`config.mk`:
```
export PLATFORM = sky130hd
export DESIGN_NAME = alu_cmd_sequencer
export DESIGN_NICKNAME = d
export VERILOG_FILES = /design/src/rtl/alu_pkg.sv /design/src/rtl/alu_sync_fifo.sv /design/src/rtl/alu_cmd_sequencer.sv
export SDC_FILE = /design/constraint.sdc
export NUM_CORES = 1
export LEC_CHECK = 0
export ABC_AREA = 1
export BUFFER_PORTS_ARGS = -buffer_cell sky130_fd_sc_hd__buf_4
export CELL_PAD_IN_SITES_DETAIL_PLACEMENT = 0
export CELL_PAD_IN_SITES_GLOBAL_PLACEMENT = 1
export CORE_MARGIN = 1
export CORE_UTILIZATION = 47
export CTS_CLUSTER_DIAMETER = 40
export DETAILED_ROUTE_END_ITERATION = 8
export PLACE_DENSITY = 0.8
export SYNTH_ARGS = -nofsm -noshare
export SYNTH_HDL_FRONTEND = slang
export SYNTH_HIERARCHICAL = 1
export SYNTH_SLANG_ARGS = --single-unit
export TNS_END_PERCENT = 10
```
`constraint.sdc`:
```
create_clock -name clk -period 4 [get_ports clk]
set_input_delay 1.2 -clock clk [delete_from_list [all_inputs] [get_ports clk]]
set_output_delay 1.2 -clock clk [all_outputs]
set_load 0.05 [all_outputs]
```
`src/rtl/alu_pkg.sv`:
```
// Shared definitions for the ALU command sequencer: select codes, datapath widths
// and the divide-by-zero trap test applied when a command is queued.
package alu_pkg;

   localparam int ALU_W       = 8;
   localparam int Y_W         = 16;
   localparam int S_W         = 4;
   localparam int ALU_LAT_DFLT = 3;

   localparam logic [S_W-1:0] OP_ADD  = 4'd0;
   localparam logic [S_W-1:0] OP_SUB  = 4'd1;
   localparam logic [S_W-1:0] OP_INC  = 4'd2;
   localparam logic [S_W-1:0] OP_DEC  = 4'd3;
   localparam logic [S_W-1:0] OP_MUL  = 4'd4;
   localparam logic [S_W-1:0] OP_DIV  = 4'd5;
   localparam logic [S_W-1:0] OP_MOD  = 4'd6;
   localparam logic [S_W-1:0] OP_AND  = 4'd7;
   localparam logic [S_W-1:0] OP_XOR  = 4'd8;
   localparam logic [S_W-1:0] OP_OR   = 4'd9;
   localparam logic [S_W-1:0] OP_NOT  = 4'd10;
   localparam logic [S_W-1:0] OP_NAND = 4'd11;
   localparam logic [S_W-1:0] OP_SHL  = 4'd12;
   localparam logic [S_W-1:0] OP_SHR  = 4'd13;
   localparam logic [S_W-1:0] OP_ROR  = 4'd14;
   localparam logic [S_W-1:0] OP_ROL  = 4'd15;

   function automatic logic is_div_trap(input logic [S_W-1:0] s, input logic [ALU_W-1:0] b);
      return (s == OP_DIV) && (b == '0);
   endfunction

endpackage

```
`src/rtl/alu_sync_fifo.sv`:
```
// Synchronous FIFO with occupancy count; storage is left unreset, only pointers and
// count clear on rst.
module alu_sync_fifo #(
   parameter int WIDTH = 8,
   parameter int DEPTH = 4
) (
   input  logic                       clk,
   input  logic                       rst,
   input  logic                       push,
   input  logic                       pop,
   input  logic [WIDTH-1:0]           din,
   output logic [WIDTH-1:0]           dout,
   output logic [$clog2(DEPTH):0]     count
);

   localparam int AW = $clog2(DEPTH);
   localparam logic [AW:0] FULL = DEPTH[AW:0];

   logic [WIDTH-1:0] r_mem [DEPTH];
   logic [AW-1:0]    r_wr;
   logic [AW-1:0]    r_rd;
   logic [AW:0]      r_cnt;
   logic             w_do_pop;
   logic             w_do_push;

   assign w_do_pop  = pop && (r_cnt != '0);
   assign w_do_push = push && ((r_cnt != FULL) || w_do_pop);
   assign dout      = r_mem[r_rd];
   assign count     = r_cnt;

   always_ff @(posedge clk) begin
      if (rst) begin
         r_wr  <= '0;
         r_rd  <= '0;
         r_cnt <= '0;
      end else begin
         if (w_do_push) r_wr <= r_wr + 1'b1;
         if (w_do_pop)  r_rd <= r_rd + 1'b1;
         case ({w_do_push, w_do_pop})
            2'b10:   r_cnt <= r_cnt + 1'b1;
            2'b01:   r_cnt <= r_cnt - 1'b1;
            default: r_cnt <= r_cnt;
         endcase
      end
   end

   always_ff @(posedge clk) begin
      if (w_do_push) r_mem[r_wr] <= din;
   end

endmodule

```
`src/rtl/alu_cmd_sequencer.sv`:
```
// Queues ALU commands, issues one per clock to a fixed-latency ALU, and returns tagged
// results in order. Issue is throttled so the result FIFO can never overflow.
module alu_cmd_sequencer
   import alu_pkg::*;
#(
   parameter int CMD_DEPTH = 4,
   parameter int RES_DEPTH = 4,
   parameter int ALU_LAT   = ALU_LAT_DFLT,
   parameter int TAG_W     = 4
) (
   input  logic               clk,
   input  logic               en,
   input  logic               cmd_valid,
   output logic               cmd_ready,
   input  logic [ALU_W-1:0]   cmd_a,
   input  logic [ALU_W-1:0]   cmd_b,
   input  logic [S_W-1:0]     cmd_s,
   input  logic [TAG_W-1:0]   cmd_tag,
   output logic [ALU_W-1:0]   alu_a,
   output logic [ALU_W-1:0]   alu_b,
   output logic [S_W-1:0]     alu_s,
   input  logic [Y_W-1:0]     alu_y,
   input  logic               alu_carry,
   input  logic               alu_zero,
   output logic               res_valid,
   input  logic               res_ready,
   output logic [Y_W-1:0]     res_y,
   output logic               res_carry,
   output logic               res_zero,
   output logic               res_err,
   output logic [TAG_W-1:0]   res_tag,
   output logic               busy
);

   localparam int CMD_W  = 2*ALU_W + S_W + 1 + TAG_W;
   localparam int RES_W  = Y_W + 3 + TAG_W;
   localparam int CCNT_W = $clog2(CMD_DEPTH) + 1;
   localparam int RCNT_W = $clog2(RES_DEPTH) + 1;
   localparam int INF_W  = $clog2(ALU_LAT + 1);

   logic                r_ok;
   logic [ALU_W-1:0]    r_alu_a;
   logic [ALU_W-1:0]    r_alu_b;
   logic [S_W-1:0]      r_alu_s;
   logic [INF_W-1:0]    r_inflight;
   logic [ALU_LAT-1:0]  r_vld_p;
   logic [ALU_LAT-1:0]  r_err_p;
   logic [TAG_W-1:0]    r_tag_p [ALU_LAT];

   logic [CMD_W-1:0]    w_cmd_din;
   logic [CMD_W-1:0]    w_cmd_dout;
   logic [CCNT_W-1:0]   w_cmd_count;
   logic [RES_W-1:0]    w_res_din;
   logic [RES_W-1:0]    w_res_dout;
   logic [RCNT_W-1:0]   w_res_count;
   logic                w_push_cmd;
   logic                w_issue;
   logic                w_capture;
   logic                w_pop_res;
   logic [ALU_W-1:0]    w_h_a;
   logic [ALU_W-1:0]    w_h_b;
   logic [S_W-1:0]      w_h_s;
   logic                w_h_err;
   logic [TAG_W-1:0]    w_h_tag;
   logic                w_cap_err;
   logic [TAG_W-1:0]    w_cap_tag;

   // Ready comes from the registered count only, so a same-cycle pop never reopens a full FIFO.
   assign cmd_ready  = r_ok && (32'(w_cmd_count) < CMD_DEPTH);
   assign w_push_cmd = cmd_valid && cmd_ready;
   assign w_cmd_din  = {cmd_a, cmd_b, cmd_s, is_div_trap(cmd_s, cmd_b), cmd_tag};
   assign {w_h_a, w_h_b, w_h_s, w_h_err, w_h_tag} = w_cmd_dout;

   assign w_issue = (w_cmd_count != '0) && ((32'(r_inflight) + 32'(w_res_count)) < RES_DEPTH);

   alu_sync_fifo #(.WIDTH(CMD_W), .DEPTH(CMD_DEPTH)) u_cmd_fifo (
      .clk   (clk),
      .rst   (en),
      .push  (w_push_cmd),
      .pop   (w_issue),
      .din   (w_cmd_din),
      .dout  (w_cmd_dout),
      .count (w_cmd_count)
   );

   always_ff @(posedge clk) begin
      if (en) begin
         r_ok       <= 1'b0;
         r_vld_p    <= '0;
         r_inflight <= '0;
         r_alu_a    <= '0;
         r_alu_b    <= '0;
         r_alu_s    <= '0;
      end else begin
         r_ok <= 1'b1;
         r_vld_p[0] <= w_issue;
         for (int i = 1; i < ALU_LAT; i++) r_vld_p[i] <= r_vld_p[i-1];
         case ({w_issue, w_capture})
            2'b10:   r_inflight <= r_inflight + INF_W'(1);
            2'b01:   r_inflight <= r_inflight - INF_W'(1);
            default: r_inflight <= r_inflight;
         endcase
         if (w_issue) begin
            r_alu_a <= w_h_a;
            r_alu_b <= w_h_err ? 8'd1 : w_h_b;
            r_alu_s <= w_h_s;
         end
      end
   end

   // In-flight pipe payload: only the valid bits need clearing on reset.
   always_ff @(posedge clk) begin
      r_err_p[0] <= w_h_err;
      r_tag_p[0] <= w_h_tag;
      for (int i = 1; i < ALU_LAT; i++) begin
         r_err_p[i] <= r_err_p[i-1];
         r_tag_p[i] <= r_tag_p[i-1];
      end
   end

   assign alu_a = r_alu_a;
   assign alu_b = r_alu_b;
   assign alu_s = r_alu_s;

   assign w_capture = r_vld_p[ALU_LAT-1];
   assign w_cap_err = r_err_p[ALU_LAT-1];
   assign w_cap_tag = r_tag_p[ALU_LAT-1];
   assign w_res_din = w_cap_err ? {16'hFFFF, 1'b0, 1'b0, 1'b1, w_cap_tag}
                                : {alu_y, alu_carry, alu_zero, 1'b0, w_cap_tag};
   assign w_pop_res = res_valid && res_ready;

   alu_sync_fifo #(.WIDTH(RES_W), .DEPTH(RES_DEPTH)) u_res_fifo (
      .clk   (clk),
      .rst   (en),
      .push  (w_capture),
      .pop   (w_pop_res),
      .din   (w_res_din),
      .dout  (w_res_dout),
      .count (w_res_count)
   );

   // Storage is unreset, so the head is masked to keep outputs at zero while empty.
   assign res_valid = (w_res_count != '0);
   assign {res_y, res_carry, res_zero, res_err, res_tag} = res_valid ? w_res_dout : '0;
   assign busy = (w_cmd_count != '0) || (r_vld_p != '0) || (w_res_count != '0);

endmodule

```
==> results.md, run 1 <==
* Setup bufs post-CTS at 0
* Clock tree buffer depth at 3
* Router iterations before antenna repair at 5
* Die area at 21800 um^2
* Final GP Congestion at 0.777
* Area grow syn2layout at 21.4%
* DP Wirelength at roughly 12000 um
* Vias in the first global route at 6300
* Initial antenna violation count at 0
* Syn. warnings at 6
* Number of I/O pins at between 90 and 100
* Max Clk Rate at 0.298 GHz
* Syn avg cell area at around 12 um^2
* Die Span Y at approximately 150 um
* CTS tree: built
* Max_cap viols at 0
* Most frequent cells in the layout: edfxtp_1 (192), nor2_1 (188), buf_4 (106)
* Post-DR vias/cell at between 5 and 6
* Final Hold Viols at 0
* Worst VDD drop at between 300 and 400 uV
* 1st-iter DRT viols at 326
* # rows at 52
* CP Class: reg -> out
* Final setup fails at 0
* Layout cells sized above 1 at 0.212
* Grt total ovfl at 0
* CP Capture Type: primary output
* H-tree Lvls at 2
* Tmin final at roughly 3.4 ns
* Port Buffers at 91
* Setup Skew at approximately 0.019 ns
* Setup ws final at 0.646 ns
* Critical path's top delay family: buffers and inverters
* Crit-path slowest cell: inv_2
* Core ar. at between 20000 and 25000 um^2
* Post-DRT Antenna Nets at 0
* Seq/Total Area, Yosys at 0.698
* Crit path launch type: flip-flop
* Largest net degree at the start of global routing at 51
* First-pass GRT wire length at approximately 32000 um
* Worst-path cell chain: inv_2 -> o21ai_0 -> o22ai_1 -> inv_1 -> nor2_1 -> buf_4
* Synthesized area at about 9900 um^2
* Fin. max-slew vios at 0
* Status: finished, final reports clean
* Worst skew pair latency at 0.50 ns
* Hold Crit Class: reg -> reg
* Synth cell types at 30
* CP arrival at 2.15 ns
* NumNets Final at between 1000 and 1500
* Synthesized netlist cell count at ~860
* Fin util at 0.589
* Syn Nets at just over 900
* Post-route DRC at 0
* Worst path max stage delay at around 0.57 ns
* Slew headroom at 0.423
* # fillers at between 1500 and 2000
* Worst EP required at about 2.8 ns
* Clock transition at path regs at roughly 0.06 ns
* Slew @ Worst Pin at 0.864 ns
* Crit path buf inv count at 3
* Worst Path Max Fanout at 46
* Final WL at 20200 um
* Leading cell type in the layout, fill and taps excluded: edfxtp_1
* CTS root buffer: clkbuf_16
* FF+latch count, synth at between 200 and 300
* Fin Setup TNS at 0 ns
* Unrepaired setup endpoints after global routing: no
* Hold Buf Count CTS at 0
* Post-cts repair resize count at 0
* DR WL/cell at 16.1 um
* DR vias at between 6000 and 7000
* Num CTS Buffers at 35
* # diodes at 0
* Num Clock Sinks at roughly 250
* Static Leak at 4.70 nW
* PwrDens at between 700 and 800 nW/um^2
* Starting Density at 0.485
* Die width at roughly 150 um
* Total GRT Usage at 0.190
* DP Worst Slack at about 1.1 ns
* Final period util at 0.839
==> layout make-up <==
class | instances | area [um^2] | area share
multi-input cells | 484 | 2480 | 0.205
repair buffers | 106 | 796 | 0.0659
flip-flops and latches | 251 | 6950 | 0.575
well taps | 270 | 338 | 0.0280
inverters | 88 | 330 | 0.0274
clock buffers | 41 | 982 | 0.0813
clock inverters | 20 | 204 | 0.0169
==> path summary, 6_finish.rpt <==
kind	cells past startpoint	from	slack, ns	endpoint
worst max-delay path	6	flip-flop	0.65	res_tag[0]
worst min-delay path	0	r_tag_p[0][0]	0.33	r_tag_p[0][4]
worst max register to register	12	u_res_fifo/count[1]	1.20	u_cmd_fifo/count[2]
worst min register to register	0	r_tag_p[0][0]	0.33	r_tag_p[0][4]
==> per-layer routing <==
metal | part of all wire | GRT usage | wire length, um
met5 | 0 | 0 | 0
met4 | 0.020 | 0.0660 | 398
met3 | 0.060 | 0.0309 | 1210
met2 | 0.48 | 0.321 | 9700
met1 | 0.44 | 0.250 | 8910
==> logic make-up (layout without fill, tap and decap cells) <==
group           count (synthesis)  in the layout  synth area share
flops                         251            251             0.698
xor+xnor                        1              1          0.000881
fa+ha+maj                      12             12            0.0166
compound gates                173            173            0.0976
buf+inv                       128            255            0.0547
simple gates                  298            298             0.132
==> worst reg2reg max path: cells and delay by family, from the launching register on <==
family,cells,cell delay (ns)
simple gates,6,1.05
fa+ha+maj,2,0.68
flops,1,0.48
compound gates,2,0.34
buf+inv,2,0.16
==> sequential cells by signal, indices dropped and copies added (netlist names), 4 cells and up, named ones only <==
name              flops
u_cmd_fifo/r_mem    100
u_res_fifo/r_mem     92
r_tag_p              12
alu_a                 8
alu_b                 8
alu_s                 4
==> where the power goes <==
part	leakage [nW]	switching [mW]	internal, mW
clock	0.580	1.10	1.96
sequential	2.22	0.199	3.20
combinational	1.91	1.63	0.673
==> cells in the mapped netlist, drive strengths merged <==
| cell | count | share of area |
|---|---|---|
| a21oi | 15 | 0.0098 |
| and3 | 1 | 0.00063 |
| buf | 24 | 0.015 |
| clkbuf | 16 | 0.0060 |
| dfxtp | 59 | 0.12 |
| edfxtp | 192 | 0.58 |
| fa | 2 | 0.0040 |
| ha | 10 | 0.013 |
| inv | 88 | 0.033 |
| nand2 | 47 | 0.020 |
| nand3 | 10 | 0.0060 |
| nand4 | 21 | 0.013 |
| nor2 | 200 | 0.079 |
| nor3 | 3 | 0.0026 |
| o21ai | 110 | 0.058 |
| o22ai | 48 | 0.030 |
| or2 | 16 | 0.010 |
| xor2 | 1 | 0.00088 |
==> metrics by stage <==
| step | instance area (um^2) | total power [mW] | instances | hold WS (ns) |
|---|---|---|---|---|
| after floorplan | 9950 | 5.11 | 863 | 0.310 |
| after global placement | 10900 | 5.74 | 1199 | 0.311 |
| after detailed placement | 10900 | 5.77 | 1199 | 0.313 |
| after CTS | 12100 | 8.84 | 1260 | 0.326 |
| after global routing | 12100 | 9.20 | 1260 | 0.333 |
| final | 12100 | 8.77 | 1260 | 0.326 |
Note: power is estimated with default switching activity, not from simulation.
==> run 2: changes to the inputs <==
--- a/config.mk
+++ b/config.mk
@@ -5,15 +5,15 @@
 export SDC_FILE = /design/constraint.sdc
 export NUM_CORES = 1
 export LEC_CHECK = 0
-export ABC_AREA = 1
+export ABC_AREA = 0
 export BUFFER_PORTS_ARGS = -buffer_cell sky130_fd_sc_hd__buf_4
 export CELL_PAD_IN_SITES_DETAIL_PLACEMENT = 0
 export CELL_PAD_IN_SITES_GLOBAL_PLACEMENT = 1
 export CORE_MARGIN = 1
-export CORE_UTILIZATION = 47
+export CORE_UTILIZATION = 45
 export CTS_CLUSTER_DIAMETER = 40
 export DETAILED_ROUTE_END_ITERATION = 8
-export PLACE_DENSITY = 0.8
+export PLACE_DENSITY = 0.77
 export SYNTH_ARGS = -nofsm -noshare
 export SYNTH_HDL_FRONTEND = slang
 export SYNTH_HIERARCHICAL = 1
==> constraint.sdc (replaced) <==
create_clock -name clk -period 2.9 [get_ports clk]
set_input_delay 0.87 -clock clk [delete_from_list [all_inputs] [get_ports clk]]
set_output_delay 0.87 -clock clk [all_outputs]
set_load 0.05 [all_outputs]
==> results.md, run 2 <==
* Status: finished, final reports clean
* Fin util at 0.562 (-0.0276)
* Clock tree buffer depth at 3 (unchanged)
* Finished Layout Cells at 971 (-23%)
* Area grow syn2layout at 22.2%
* First-pass GRT wire length at 28500 um (-11%)
* DP Wirelength at 11100 um (-6.9%)
* Worst reg2reg path endpoint: u_cmd_fifo/r_mem[3][4]
* Port Buffers at 91 (unchanged)
* Seq/Total Area, Yosys at 0.719 (+0.0205)
* Commonest cells in the netlist: edfxtp_1 (192), dfxtp_1 (59), mux4_2 (48), nor2b_1 (29), a21oi_1 (25)
* # fillers at 1591 (-7.0%)
* Core ar. at 21000 um^2 (+2.6%)
* Multi-input gate area in the final layout at 2500 um^2 (+0.86%)
* Hold Path Depth at 0 (unchanged)
* Fin. max-slew vios at 0 (unchanged)
* # rows at 53 (+1.9%)
* Post-synth top area share at 0.597 (+0.0170)
* Leading cell type in the layout, fill and taps excluded: edfxtp_1
* Unrepaired setup endpoints after global routing: yes
* Worst skew pair latency at 0.54 ns (+0.04 ns)
* Largest net degree at the start of global routing at 44 (-14%)
* DR WL/cell at 19.0 um (+18%)
* Synthesized netlist cell count at 556 (-36%)
* Storage element area at 6950 um^2 (about the same)
* Router iterations before antenna repair at 5 (unchanged)
* Post-synth top area cell: edfxtp_1
* Worst path max stage delay at 0.50 ns (-0.07 ns)
* Setup Skew at 0.00920 ns (-0.00978 ns)
* Max Clk Rate at around 0.35 GHz
* Power, Total at 7.80 mW (-11%)
* Max reg flops at 100 (unchanged)
* Post-route DRC at 0 (unchanged)
* Most frequent cells in the layout: edfxtp_1 (192), buf_4 (98), dfxtp_1 (57)
* Reg2reg setup slack at 0.29 ns (-0.91 ns)
* Clk pwr share at 0.461 (+0.111)
* Design area at 11800 um^2 (-2.2%)
* NetSw at 1.61 mW (-45%)
* Starting Density at 0.460 (-0.0257)
* Reg2Reg Launch Point: u_res_fifo/count[1]
* Static Leak at 4.04 nW (-14%)
* Post-DP Area at 10700 um^2 (-1.7%)
* Final GP Congestion at 0.728 (-6.2%)
* DP Worst Slack at 0.106 ns (-1.03 ns)
* NumNets Final at 730 (-29%)
* Fin Setup TNS at 0 ns (unchanged)
* Slew @ Worst Pin at 0.799 ns (-0.0652 ns)
* CP Class: reg -> out
* Number of flops mapped to enable cells by yosys at 192 (unchanged)
* CP Depth at 4 (-2)
* Top_reg_cell synth: edfxtp_1
* Crit-path slowest cell: mux4_2
* Clock transition at path regs at 0.06 ns (about the same)
* Total GRT Usage at 0.168 (-0.0222)
* Die Span Y at 149 um (+0.72%)
* Count leader, synth: edfxtp_1
* Int Pwr at 6.18 mW (+5.9%)
* FF+latch count, synth at 251 (unchanged)
* CP arrival at 1.98 ns (-0.17 ns)
* CP Capture Type: primary output
* Die width at 149 um (+0.72%)
* Number of I/O pins at 92 (unchanged)
* Tmin final at around 2.8 ns
* Setup bufs post-CTS at 0 (unchanged)
* Slew headroom at 0.466 (+0.0434)
* Critical path's top delay family: multiplexers
* Num CTS Buffers at 30 (-14%)
* Crit path buf inv count at 2 (-1)
* Syn. warnings at 6 (unchanged)
* Crit path launch type: flip-flop
* Final Hold Viols at 0 (unchanged)
* 1st-iter DRT viols at 331 (+1.5%)
* Hold_sp: r_tag_p[0][5]
* CTS tree: built
* Gate power share at 0.033 (-0.229)
* DR vias at 5185 (-19%)
* Worst-path cell chain: clkbuf_16 -> mux4_2 -> nor2b_1 -> buf_6
* Layout cells sized above 1 at 0.339 (+0.127)
* Switching Share at 0.207 (-0.127)
* Synth area leaders: edfxtp_1 (60%), dfxtp_1 (12%), mux4_2 (11%), nor2b_1 (1.9%), a21oi_1 (1.3%)
* Grt total ovfl at 0 (unchanged)
* PwrDens at 660 nW/um^2 (-9.0%)
* Final setup fails at 0 (unchanged)
* Post-DRT Antenna Nets at 0 (unchanged)
* # diodes at 0 (unchanged)
* Syn Nets at 614 (-33%)
* H-tree Lvls at 1 (-1)
* Part of the power in registers at 0.506 (+0.118)
* Synthesized area at 9660 um^2 (-2.9%)
* Num Clock Sinks at 251 (unchanged)
* Initial antenna violation count at 0 (unchanged)
* WHS Endpoint: r_tag_p[0][9]
* Die area at 22100 um^2 (+1.4%)
* Biggest register: u_cmd_fifo/r_mem
* Post-DR vias/cell at 5.34 (+4.8%)
* Syn avg cell area at 17.4 um^2 (+51%)
* # placed instances at 912 (-24%)
* Setup ws final at 0.0522 ns (-0.593 ns)
* Worst Path Max Fanout at 6 (-87%)
* Hold_ws at 0.325 ns (-0.000702 ns)
* Final period util at 0.982
* Final WL at 18400 um (-9.0%)
* Hold Crit Class: reg -> reg
* Worst EP required at 2.03 ns (-0.77 ns)
* Regs by FF count: u_cmd_fifo/r_mem (100), u_res_fifo/r_mem (92), r_tag_p (12)
* Vias in the first global route at 5337 (-15%)
* CTS root buffer: clkbuf_16
* Max_cap viols at 0 (unchanged)
* Ys async rst share at 0 (unchanged)
* FF-to-FF path depth at 8 (-4)
* Synth cell types at 50 (+67%)
* Worst VDD drop at 542 uV (+43%)
## run 2: logic make-up (layout without fill, tap and decap cells)
| family | count (synthesis) | count (layout) | synth area share |
|---|---|---|---|
| compound gates | 65 | 65 | 0.0404 |
| xor+xnor | 11 | 11 | 0.00997 |
| fa+ha+maj | 12 | 12 | 0.0171 |
| buf+inv | 46 | 186 | 0.0232 |
| flops | 251 | 251 | 0.719 |
| mux | 50 | 50 | 0.114 |
| simple gates | 121 | 121 | 0.0765 |
## run 2: metal layers
| metal | wire (um) | part of all wire | track usage | vias to the layer above |
|---|---|---|---|---|
| met2 | 9170 | 0.50 | 0.284 | 162 |
| met3 | 956 | 0.052 | 0.0291 | 38 |
| li1 | - | - | - | 2390 |
| met1 | 7870 | 0.43 | 0.220 | 2595 |
| met5 | 0 | 0 | 0 | - |
| met4 | 408 | 0.022 | 0.0557 | 0 |
## run 2: worst max path at each step
stage                     endpoint       from
6_report                  res_zero  flip-flop
5_1_grt                   res_zero  flip-flop
4_1_cts                    res_err  flip-flop
3_5_place_dp   u_res_fifo/count[2]  res_ready
3_3_place_gp   u_res_fifo/count[2]  res_ready
2_1_floorplan  u_res_fifo/count[2]  res_ready
## run 2: worst register-to-register path: stages, from the launching register on
cell and delay (ns):
dfxtp_1 0.48, ha_1 0.32, a311oi_2 0.30, nand2_1 0.14, inv_1 0.10, buf_4 0.18, or4b_4 0.18, and3_1 0.19
buf_4 0.36
## run 2: timing repair
action                     in CTS  in global routing
pin swaps                       0                  0
gates cloned                    0                  3
setup endpoints to repair       4                 21
resized for setup               4                 11
hold buffers                    0                  0
## run 2: layout make-up
| class | count | share of cell area |
|---|---|---|
| timing repair buffer | 116 | 0.0826 |
| clock buffer | 37 | 0.0676 |
| multi-input combinational | 259 | 0.212 |
| sequential | 251 | 0.589 |
| inverter | 14 | 0.00445 |
| clock inverter | 19 | 0.0157 |
| tap | 275 | 0.0291 |
## run 2: power by group through the flow
stage | Clock [mW] | Sequential, mW | Combinational (mW)
CTS | 3.66 | 3.94 | 0.259
finish | 3.60 | 3.94 | 0.258
global route | 3.81 | 3.94 | 0.279
detailed placement | 0 | 4.02 | 0.257
floorplan | 0 | 4.03 | 0.115
global placement | 0 | 4.01 | 0.246
==> run 3: changes to the inputs <==
--- a/config.mk
+++ b/config.mk
@@ -9,6 +9,7 @@
 export BUFFER_PORTS_ARGS = -buffer_cell sky130_fd_sc_hd__buf_4
 export CELL_PAD_IN_SITES_DETAIL_PLACEMENT = 0
 export CELL_PAD_IN_SITES_GLOBAL_PLACEMENT = 1
+export CORE_ASPECT_RATIO = 0.9
 export CORE_MARGIN = 1
 export CORE_UTILIZATION = 45
 export CTS_CLUSTER_DIAMETER = 40
==> results.md, run 3 (synthesis results as in run 2) <==
* Vias in the first global route at 5306 (-0.58%)
* Max_cap viols at 0 (unchanged)
* Static Leak at 4.07 nW (+0.71%)
* Hold Path Depth at 0 (unchanged)
* Hold Crit Class: reg -> reg
* Biggest register: u_cmd_fifo/r_mem
* Post-DP Area at 10700 um^2 (about the same)
* Final Hold Viols at 0 (unchanged)
* Worst EP required at 2.03 ns (about the same)
* Die width at 156 um (+5.3%)
* PwrDens at 688 nW/um^2 (+4.2%)
* Finished Layout Cells at 984 (+1.3%)
* Hold_ws at 0.325 ns (-0.000201 ns)
* Router iterations before antenna repair at 4 (-1)
* Most frequent cells in the layout: edfxtp_1 (192), buf_4 (111), dfxtp_1 (57)
* Core ar. at 20900 um^2 (-0.60%)
* CP Capture Type: primary output
* Crit path launch type: flip-flop
* Number of I/O pins at 92 (unchanged)
* # fillers at 1608 (+1.1%)
* Num Clock Sinks at 251 (unchanged)
* Slew headroom at 0.510 (+0.0440)
* Die Span Y at 141 um (-5.1%)
* 1st-iter DRT viols at 302 (-8.8%)
* Die area at 22100 um^2 (about the same)
* Routing usage on met1 at 0.231 (+0.0108)
* Final WL at 18500 um (+0.55%)
* Status: finished, final reports clean
* CP Class: reg -> out
* Num CTS Buffers at 34 (+13%)
* Port Buffers at 91 (unchanged)
* Largest net degree at the start of global routing at 44 (unchanged)
* Design area at 11800 um^2 (+0.25%)
* Power, Total at 8.14 mW (+4.4%)
* # diodes at 0 (unchanged)
* DR WL/cell at 18.8 um (-0.78%)
* First-pass GRT wire length at 29000 um (+1.7%)
* Final period util at 0.981 (about the same)
* Met3 usage at 0.0317 (+0.00252)
* Regs by FF count: u_cmd_fifo/r_mem (100), u_res_fifo/r_mem (92), r_tag_p (12)
* Total GRT Usage at 0.173 (+0.00512)
* Worst Path Max Fanout at 12 (+6)
* Tmin final at 2.85 ns (-0.00196 ns)
* Starting Density at 0.463 (+0.00278)
* CP arrival at 1.98 ns (about the same)
* Final GP Congestion at 0.770 (+5.7%)
* Busiest layer in global routing: met2
* DR vias at 5169 (-0.31%)
* Hold Buf Count CTS at 0 (unchanged)
* Clock tree buffer depth at 3 (unchanged)
* FF-to-FF path depth at 8 (unchanged)
* # rows at 50 (-5.7%)
* Max reg flops at 100 (unchanged)
* NumNets Final at 731 (+0.14%)
* CTS root buffer: clkbuf_16
* Worst VDD drop at 447 uV (-18%)
* Initial antenna violation count at 0 (unchanged)
* Worst skew pair latency at 0.49 ns (-0.05 ns)
* Post-DR vias/cell at 5.25 (-1.6%)
* Setup bufs post-CTS at 0 (unchanged)
* Post-route DRC at 0 (unchanged)
* Setup Skew at 0.0187 ns (+0.00947 ns)
* Slew @ Worst Pin at 0.733 ns (-0.0658 ns)
* Post-DRT Antenna Nets at 0 (unchanged)
* Area grow syn2layout at 22.5%
* Grt total ovfl at 0 (unchanged)
* # placed instances at 922 (+1.1%)
* Final setup fails at 0 (unchanged)
* DP Wirelength at 11100 um (+0.49%)
* Max Clk Rate at 0.351 GHz (about the same)
* Clock transition at path regs at 0.05 ns (about the same)
* H-tree Lvls at 2 (+1)
* Layout cells sized above 1 at 0.345 (+0.00619)
* Leading cell type in the layout, fill and taps excluded: edfxtp_1
* Global-route met2 utilization at 0.289 (+0.00536)
* Fin. max-slew vios at 0 (unchanged)
* CTS tree: built
* Post-cts repair resize count at 0 (-4)
==> run 3: cell types whose count changed in the layout (fill, tap and decap cells not counted), sizes merged <==
| cell | before | now |
|---|---|---|
| clkbuf | 39 | 41 |
| buf | 114 | 112 |
| inv | 17 | 18 |
| clkinv | 11 | 12 |
==> run 3: area by class of cell <==
class                      instances  area, um^2  share of cell area
tap                              286         358              0.0302
clock inverter                    21         194              0.0164
clock buffer                      40         905              0.0764
multi-input combinational        259        2500               0.211
inverter                          14        52.6             0.00444
timing repair buffer             113         878              0.0742
sequential                       251        6950               0.587
==> run 3: final timing paths <==
kind	startpoint	end	slack, ns
hold / removal	r_err_p[1]	r_err_p[2]	0.32
setup reg to reg	u_res_fifo/count[0]	u_res_fifo/count[2]	0.38
hold reg to reg	r_err_p[1]	r_err_p[2]	0.32
setup / recovery	flip-flop	res_tag[2]	0.05
==> run 3: through the flow <==
| step | util | TNS, ns | worst slack [ns] |
|---|---|---|---|
| after floorplan | - | 0 | 0.0698 |
| after global placement | 0.513 | 0 | 0.176 |
| after detailed placement | 0.513 | 0 | 0.0823 |
| after CTS | 0.565 | 0 | 0.00864 |
| after global routing | 0.566 | -0.00288 | -0.00288 |
| final | 0.566 | 0 | 0.0542 |
==> run 3: power breakdown <==
part           switching, mW  total (mW)  internal [mW]
Combinational          0.149       0.255          0.106
Sequential            0.0259        3.94           3.92
Clock                   1.50        3.94           2.44
Total                   1.68        8.14           6.46
==> run 3: metal layers <==
layer / share of wire / up-vias
met5: 0 / -
met4: 0.017 / 0
met3: 0.061 / 33
met2: 0.50 / 148
met1: 0.42 / 2604
li1: - / 2384
==> run 3: critical path: stages (launching register included) <==
cell     delay [ns]
dfxtp_2        0.40
buf_12         0.18
mux4_2         0.51
nor2b_1        0.18
buf_4          0.21
